### src/rtl/seq_enable_bank.sv
// rtl/seq_enable_bank.sv - bank of independent enable-gated pipelines with fill tracking and load counters
module seq_enable_bank #(
    parameter int               WIDTH       = 8,
    parameter int               CHANNELS    = 4,
    parameter int               STAGES      = 2,
    parameter logic [WIDTH-1:0] RESET_VALUE = '0,
    parameter int               CNT_W       = 4
) (
    input  logic                        clk,
    input  logic                        rst,
    input  logic                        clr,
    input  logic [CHANNELS-1:0]         en,
    input  logic [CHANNELS*WIDTH-1:0]   d,
    output logic [CHANNELS*WIDTH-1:0]   q,
    output logic [CHANNELS-1:0]         valid,
    output logic [CHANNELS*CNT_W-1:0]   load_cnt,
    output logic                        any_en
);

    // fill must be able to represent the value STAGES itself
    localparam int FILL_W = $clog2(STAGES + 1);
    localparam logic [FILL_W-1:0] FILL_FULL = FILL_W'(STAGES);
    localparam logic [FILL_W-1:0] FILL_LAST = FILL_W'(STAGES - 1);

    for (genvar c = 0; c < CHANNELS; c++) begin : g_ch
        logic [WIDTH-1:0]  pipe [STAGES];
        logic [FILL_W-1:0] fill;
        logic [CNT_W-1:0]  cnt;
        logic              vld;

        always_ff @(posedge clk or posedge rst) begin
            if (rst) begin
                for (int k = 0; k < STAGES; k++) begin
                    pipe[k] <= RESET_VALUE;
                end
                fill <= '0;
                cnt  <= '0;
                vld  <= 1'b0;
            end else if (clr) begin
                for (int k = 0; k < STAGES; k++) begin
                    pipe[k] <= RESET_VALUE;
                end
                fill <= '0;
                cnt  <= '0;
                vld  <= 1'b0;
            end else if (en[c]) begin
                pipe[0] <= d[c*WIDTH +: WIDTH];
                for (int k = 1; k < STAGES; k++) begin
                    pipe[k] <= pipe[k-1];
                end
                if (fill != FILL_FULL) begin
                    fill <= fill + FILL_W'(1);
                end
                if (cnt != '1) begin
                    cnt <= cnt + CNT_W'(1);
                end
                // valid is registered, so look one load ahead of fill
                vld <= (fill >= FILL_LAST);
            end
        end

        assign q[c*WIDTH +: WIDTH]        = pipe[STAGES-1];
        assign load_cnt[c*CNT_W +: CNT_W] = cnt;
        assign valid[c]                   = vld;
    end

    always_ff @(posedge clk or posedge rst) begin
        if (rst) begin
            any_en <= 1'b0;
        end else begin
            any_en <= |en;
        end
    end

endmodule

### config.mk
export PLATFORM = sky130hd
export DESIGN_NAME = seq_enable_bank
export DESIGN_NICKNAME = d
export VERILOG_FILES = /design/src/rtl/seq_enable_bank.sv
export SDC_FILE = /design/constraint.sdc
export NUM_CORES = 1
export LEC_CHECK = 0
export ABC_CLOCK_PERIOD_IN_PS = 3650
export CORE_MARGIN = 2
export CORE_UTILIZATION = 52
export DETAILED_ROUTE_END_ITERATION = 10
export GPL_TIMING_DRIVEN = 0
export HOLD_SLACK_MARGIN = 0.06
export PLACE_DENSITY = 0.9
export RECOVER_POWER = 25
export SYNTH_ARGS = -nofsm -noshare
export SYNTH_HDL_FRONTEND = slang
export SYNTH_SLANG_ARGS = --single-unit
### constraint.sdc
create_clock -name clk -period 3.65 [get_ports clk]
set_input_delay 0.73 -clock clk [delete_from_list [all_inputs] [get_ports clk]]
set_output_delay 0.73 -clock clk [all_outputs]
set_load 0.05 [all_outputs]
==> results of run 1 <==
-- per-layer routing --
layer,up-vias,track usage [%],share of wire [%]
met5,-,0,0
met4,0,7.909,2.3
met3,14,3.813,3.9
met2,63,34.19,50
met1,1491,25.36,44
li1,1473,-,-
-- sequential cells by signal, indices dropped and copies added, names as in the netlist --
| name | count |
|---|---|
| any_en | 1 |
| g_ch.cnt | 16 |
| g_ch.fill | 8 |
| g_ch.pipe | 32 |
| g_ch.vld | 4 |
| q | 32 |
-- synthesized netlist by cell type, drive strengths merged (5+ instances only) --
| cell type | n | area share, % |
|---|---|---|
| a211oi | 5 | 0.83 |
| mux2i | 68 | 15 |
| inv | 14 | 1.2 |
| nand2b | 8 | 1.1 |
| nor2 | 79 | 7.0 |
| ha | 12 | 3.3 |
| nand4 | 5 | 0.69 |
| dfrtp | 93 | 52 |
| nor3 | 5 | 0.89 |
| o21ai | 7 | 0.78 |
| buf | 59 | 11 |
| a21oi | 11 | 1.2 |
-- final timing paths --
check | end | from | slack, ps | depth (start not counted)
setup / recovery | load_cnt[3] | g_ch[0].cnt[3] | 1260 | 1
hold / removal | g_ch[3].pipe[11] | g_ch[3].pipe[11] | 530 | 2
setup reg to reg | g_ch[2].cnt[0] | g_ch[2].cnt[0] | 2180 | 4
hold reg to reg | g_ch[3].pipe[11] | g_ch[3].pipe[11] | 530 | 2
max in group asynchronous | g_ch[3].pipe[13] | rst | 1620 | 3
min in group asynchronous | q[15] | rst | 1150 | 2
-- power breakdown --
group | internal (W) | switching [W] | total, W
clock network | 0.000334 | 0.000357 | 0.000691
logic | 0.000185 | 0.000234 | 0.000418
registers | 0.00108 | 0.0000378 | 0.00112
-- kinds of logic (layout without fill, tap and decap cells) --
| family | count (synthesis) | in the layout |
|---|---|---|
| compound gates | 24 | 24 |
| xor+xnor | 4 | 4 |
| fa+ha+maj | 12 | 12 |
| buf+inv | 73 | 176 |
| flops | 93 | 93 |
| mux | 72 | 72 |
| simple gates | 119 | 119 |
-- cell type report --
cell class / count / area, sq um / share of cell area [%]
timing repair buffer: 87 / 888.4 / 15.64
sequential: 93 / 2327 / 40.96
multi-input combinational: 231 / 1647 / 28.98
clock inverter: 6 / 61.31 / 1.079
buffer: 59 / 435.4 / 7.664
clock buffer: 10 / 137.6 / 2.422
tap: 105 / 131.4 / 2.312
inverter: 14 / 53.80 / 0.9469
-- metrics by stage --
stage | instance area [sq um] | util (%) | instances | TNS, ps | hold slack, ps
after floorplan | 4514 | - | 397 | 0 | 485.9
after detailed placement | 5537 | 66.71 | 589 | 0 | 509.2
after global placement | 5507 | 66.35 | 588 | -72930 | 500.7
final | 5682 | 68.46 | 605 | 0 | 528.0
after CTS | 5736 | 69.11 | 605 | 0 | 532.1
after global routing | 5682 | 68.46 | 605 | 0 | 554.7
==> impl_metrics.ini, run 1 <==
[worst_setup_path]
crit_path_top_delay_cell = clkdlybuf4s50_1
critical_path.top_delay_family = buffers and inverters
critPathArrivalTime_ps = 1660
critPathCaptureType = output port
critPathMaxFanout = 4
path_cells = clkdlybuf4s50_1
critPathKind = flop to output port
slowest_delay_ps = 840
required_ps = 2920
critPathLaunchType = flop
worst-path-buf-inv = 1

[timing]
skew_ps = 12.94
rsz0062_at_grt = false
finalHoldViolations = 0
setup_viol = 0
fin_ws_ps = 1263
post-route-period-util_pct = 65.38
fin_crit_ps = 2387
maxSlewHeadroom_pct = 2.522
worstMarginPinSlew_ps = 1454
max_freq_ghz = 0.4190
slew_viol_final = 0

[place]
place.gp.congestion = 0.7381
port_buffers = 86
hpwl_mm = 6.575
post-place-ws_ps = 1658

[global_routing]
grt_usage_pct = 20.07
grt_max_degree = 63
grt_pass1_vias = 3258
antenna_found_initial = 0
grt_pass1_wl_mm = 15.44
overflow = 0

[clock_network]
cts_resized = 0
cts_tree = yes
htreeDepth = 3
post-cts-setup-buffers = 0
root_buffer = clkbuf_8
path_clk_slew_ps = 100
clock_latency_ps = 360
clock_sink_count = 93
cts.hold.buffers_added = 0
clockBufferDepth = 2
numCtsBuffers = 9

[yosys]
synthXorXnorAreaFrac_pct = 0.7761
synthAdderAreaFrac_pct = 3.326
syn_area_per_cell_sq_um = 11.37
synth_compound_area_share_pct = 3.298
synth.distinct_cells = 29
synth_seq_area_share_pct = 51.55
ys_ff_latch = 93
syn_nets = 448
ys.flop_type = dfrtp_1
synth_top_family_by_area = multiplexers
netlist_area_sq_um = 4514
synthArstFlopShare_pct = 100.0
synthCells = 397
synth_edf_count = 0
synthSimpleGateAreaFrac_pct = 12.97
synth.area.mux_share_pct = 16.32
yosys_warnings = 0

[pwr]
finalPower_w = 0.002232
power_leakage_nw = 2.775
pwr_density_cell_nw_per_um2 = 392.8
ir_drop_uv = 235.9

[drt]
wirelength_mm = 8.930
routedWlPerCell_um = 14.76
vias = 3041
dr.pass1.iters = 4
ant_nets = 0
drt_iter0_markers = 172
drt-vias-per-instance = 5.026
drcViolationCount = 0

[cells_and_area]
drive_gt1_share_pct = 15.40
mostFrequentLayoutCell = dfrtp_1
area_growth_pct = 25.86
diodes = 0
fill_cells = 648
fin_nets = 546
layout_common_cells = dfrtp_1, clkdlybuf4s50_1, nor2_1

[outcome]
violations = max-capacitance violations
outcome = finished with violations

[floorplanning]
die_y_um = 97.18
core_area_sq_um = 8299
die_w_um = 97.18
dieArea_sq_um = 9443
ios = 92
rows = 33
initial_core_util_pct = 54.39

[run]
max_cap_violations = 1

[min_path]
hold_class = flop to flop
Power figures use the tool's default switching activity.
==> inputs of run 2 (changes only) <==
--- a/config.mk
+++ b/config.mk
@@ -5,7 +5,7 @@
 export SDC_FILE = /design/constraint.sdc
 export NUM_CORES = 1
 export LEC_CHECK = 0
-export ABC_CLOCK_PERIOD_IN_PS = 3650
+export ABC_CLOCK_PERIOD_IN_PS = 2330
 export CORE_MARGIN = 2
 export CORE_UTILIZATION = 52
 export DETAILED_ROUTE_END_ITERATION = 10
==> constraint.sdc (replaced) <==
create_clock -name clk -period 2.33 [get_ports clk]
set_input_delay 0.466 -clock clk [delete_from_list [all_inputs] [get_ports clk]]
set_output_delay 0.466 -clock clk [all_outputs]
set_load 0.05 [all_outputs]
==> impl_metrics.ini, run 2 (synthesis results as in run 1) <==
[clock_network]
cts_tree = yes
path_clk_slew_ps = 90
cts_resized = 0
post-cts-setup-buffers = 0
htreeDepth = 3
numCtsBuffers = 9
clockBufferDepth = 2
clock_sink_count = 93
clock_latency_ps = 350
cts.hold.buffers_added = 0
root_buffer = clkbuf_8

[drt]
dr.pass1.iters = 4
drcViolationCount = 0
wirelength_mm = 9.261
ant_nets = 0
drt_iter0_markers = 141
routedWlPerCell_um = 15.28
vias = 3056
drt-vias-per-instance = 5.043

[worst_setup_path]
slowest_delay_ps = 840
critPathArrivalTime_ps = 1670
critPathMaxFanout = 5
reg2reg_from = g_ch[2].cnt[0]
required_ps = 1860
critPathCaptureType = output port
critPathLaunchType = flop
critPathKind = flop to output port
worstRegToRegCells = 4
critical_path.top_delay_family = buffers and inverters
r2r_setup_slack_ps = 860
r2r_end = g_ch[2].cnt[0]
path_cells = clkdlybuf4s50_1
worst-path-buf-inv = 1
crit_path_top_delay_cell = clkdlybuf4s50_1

[cells_and_area]
diodes = 0
fin_nets = 547
area_growth_pct = 26.77
mostFrequentLayoutCell = dfrtp_1
sequential_cell_area_sq_um = 2327
drive_gt1_share_pct = 16.37
multiInputGateArea_sq_um = 1657
layout_common_cells = dfrtp_1, clkdlybuf4s50_1, nor2_1
fill_cells = 626

[timing]
slew_viol_final = 0
setup_viol = 0
fin_crit_ps = 2132
skew_ps = 10.17
maxSlewHeadroom_pct = 52.23
fin_hold_ws_ps = 373.8
worstMarginPinSlew_ps = 716.5
finalHoldViolations = 0
fin_ws_ps = 198.1
rsz0062_at_grt = false
max_freq_ghz = 0.4691
post-route-period-util_pct = 91.50

[pwr]
power_leakage_nw = 2.787
ir_drop_uv = 307.9
pwr_density_cell_nw_per_um2 = 619.2

[global_routing]
overflow = 0
grt_max_degree = 35
grt_pass1_wl_mm = 15.88
grt_pass1_vias = 3316
grt_usage_pct = 20.96
antenna_found_initial = 0

[floorplanning]
die_y_um = 97.18
die_w_um = 97.18
initial_core_util_pct = 54.39
core_area_sq_um = 8299
dieArea_sq_um = 9443
rows = 33
ios = 92

[place]
place.gp.congestion = 0.7690
port_buffers = 86
post-place-ws_ps = 581.0
hpwl_mm = 6.694

[run]
max_cap_violations = 0

[min_path]
hold_class = input port to flop
hold_end = any_en
hold_depth = 3
holdCritStartpoint = en[0]

[outcome]
outcome = finished, final reports clean
run 2: cell types whose count changed in the layout (fill, tap and decap cells not counted), moves of 2 or more:
cell / previous run / this run
clkbuf_1: 12 / 10
nor3_1: 4 / 2
clkinv_2: 3 / 1
clkinvlp_4: 1 / 3
buf_12: 0 / 2
nor3_2: 1 / 3
run 2: worst reg2reg max path, cell delays in order, from the launching register on:
cell and delay [ps]:
dfrtp_1 450, ha_1 260, and3_2 250, nor2_4 110
mux2_4 300
run 2: final cells by class:
type	count	share of cell area, %
tap	105	2.296
clock buffer	11	2.645
clock inverter	5	1.028
sequential	93	40.66
multi-input combinational	231	28.95
timing repair buffer	88	15.74
buffer	59	7.696
inverter	14	0.9838
run 2: worst max-delay path by stage:
stage	cells after the start	end	slack [ps]	startpoint
2_1_floorplan	4	g_ch[2].cnt[0]	710	g_ch[2].cnt[0]
4_1_cts	1	load_cnt[2]	180	g_ch[0].cnt[2]
3_3_place_gp	2	q[10]	-160	rst
5_1_grt	1	load_cnt[2]	170	g_ch[0].cnt[2]
3_5_place_dp	1	load_cnt[2]	580	g_ch[0].cnt[2]
6_report	1	load_cnt[2]	200	g_ch[0].cnt[2]
run 2: report_power, final:
| part | switching, W | internal, W |
|---|---|---|
| Combinational | 0.000371 | 0.000293 |
| Sequential | 0.0000617 | 0.00170 |
| Clock | 0.000564 | 0.000555 |
run 2: stage by stage:
| step | power [W] | cells | TNS, ps | util (%) | cell area, sq um |
|---|---|---|---|---|---|
| finish | 0.003543 | 606 | 0 | 68.96 | 5723 |
| global route | 0.003702 | 606 | 0 | 68.96 | 5723 |
| CTS | 0.003580 | 606 | 0 | 69.41 | 5761 |
| detailed placement | 0.002466 | 590 | 0 | 66.88 | 5550 |
| global placement | 0.002427 | 588 | -14020 | 66.40 | 5510 |
| floorplan | 0.002239 | 397 | 0 | - | 4518 |
run 2: routing by layer:
layer | track usage (%) | share of wire, % | routed length (um)
met1 | 25.69 | 41 | 3820
met2 | 37.23 | 54 | 5021
met3 | 3.237 | 3.5 | 328
met4 | 8.017 | 0.97 | 90
met5 | 0 | 0 | 0
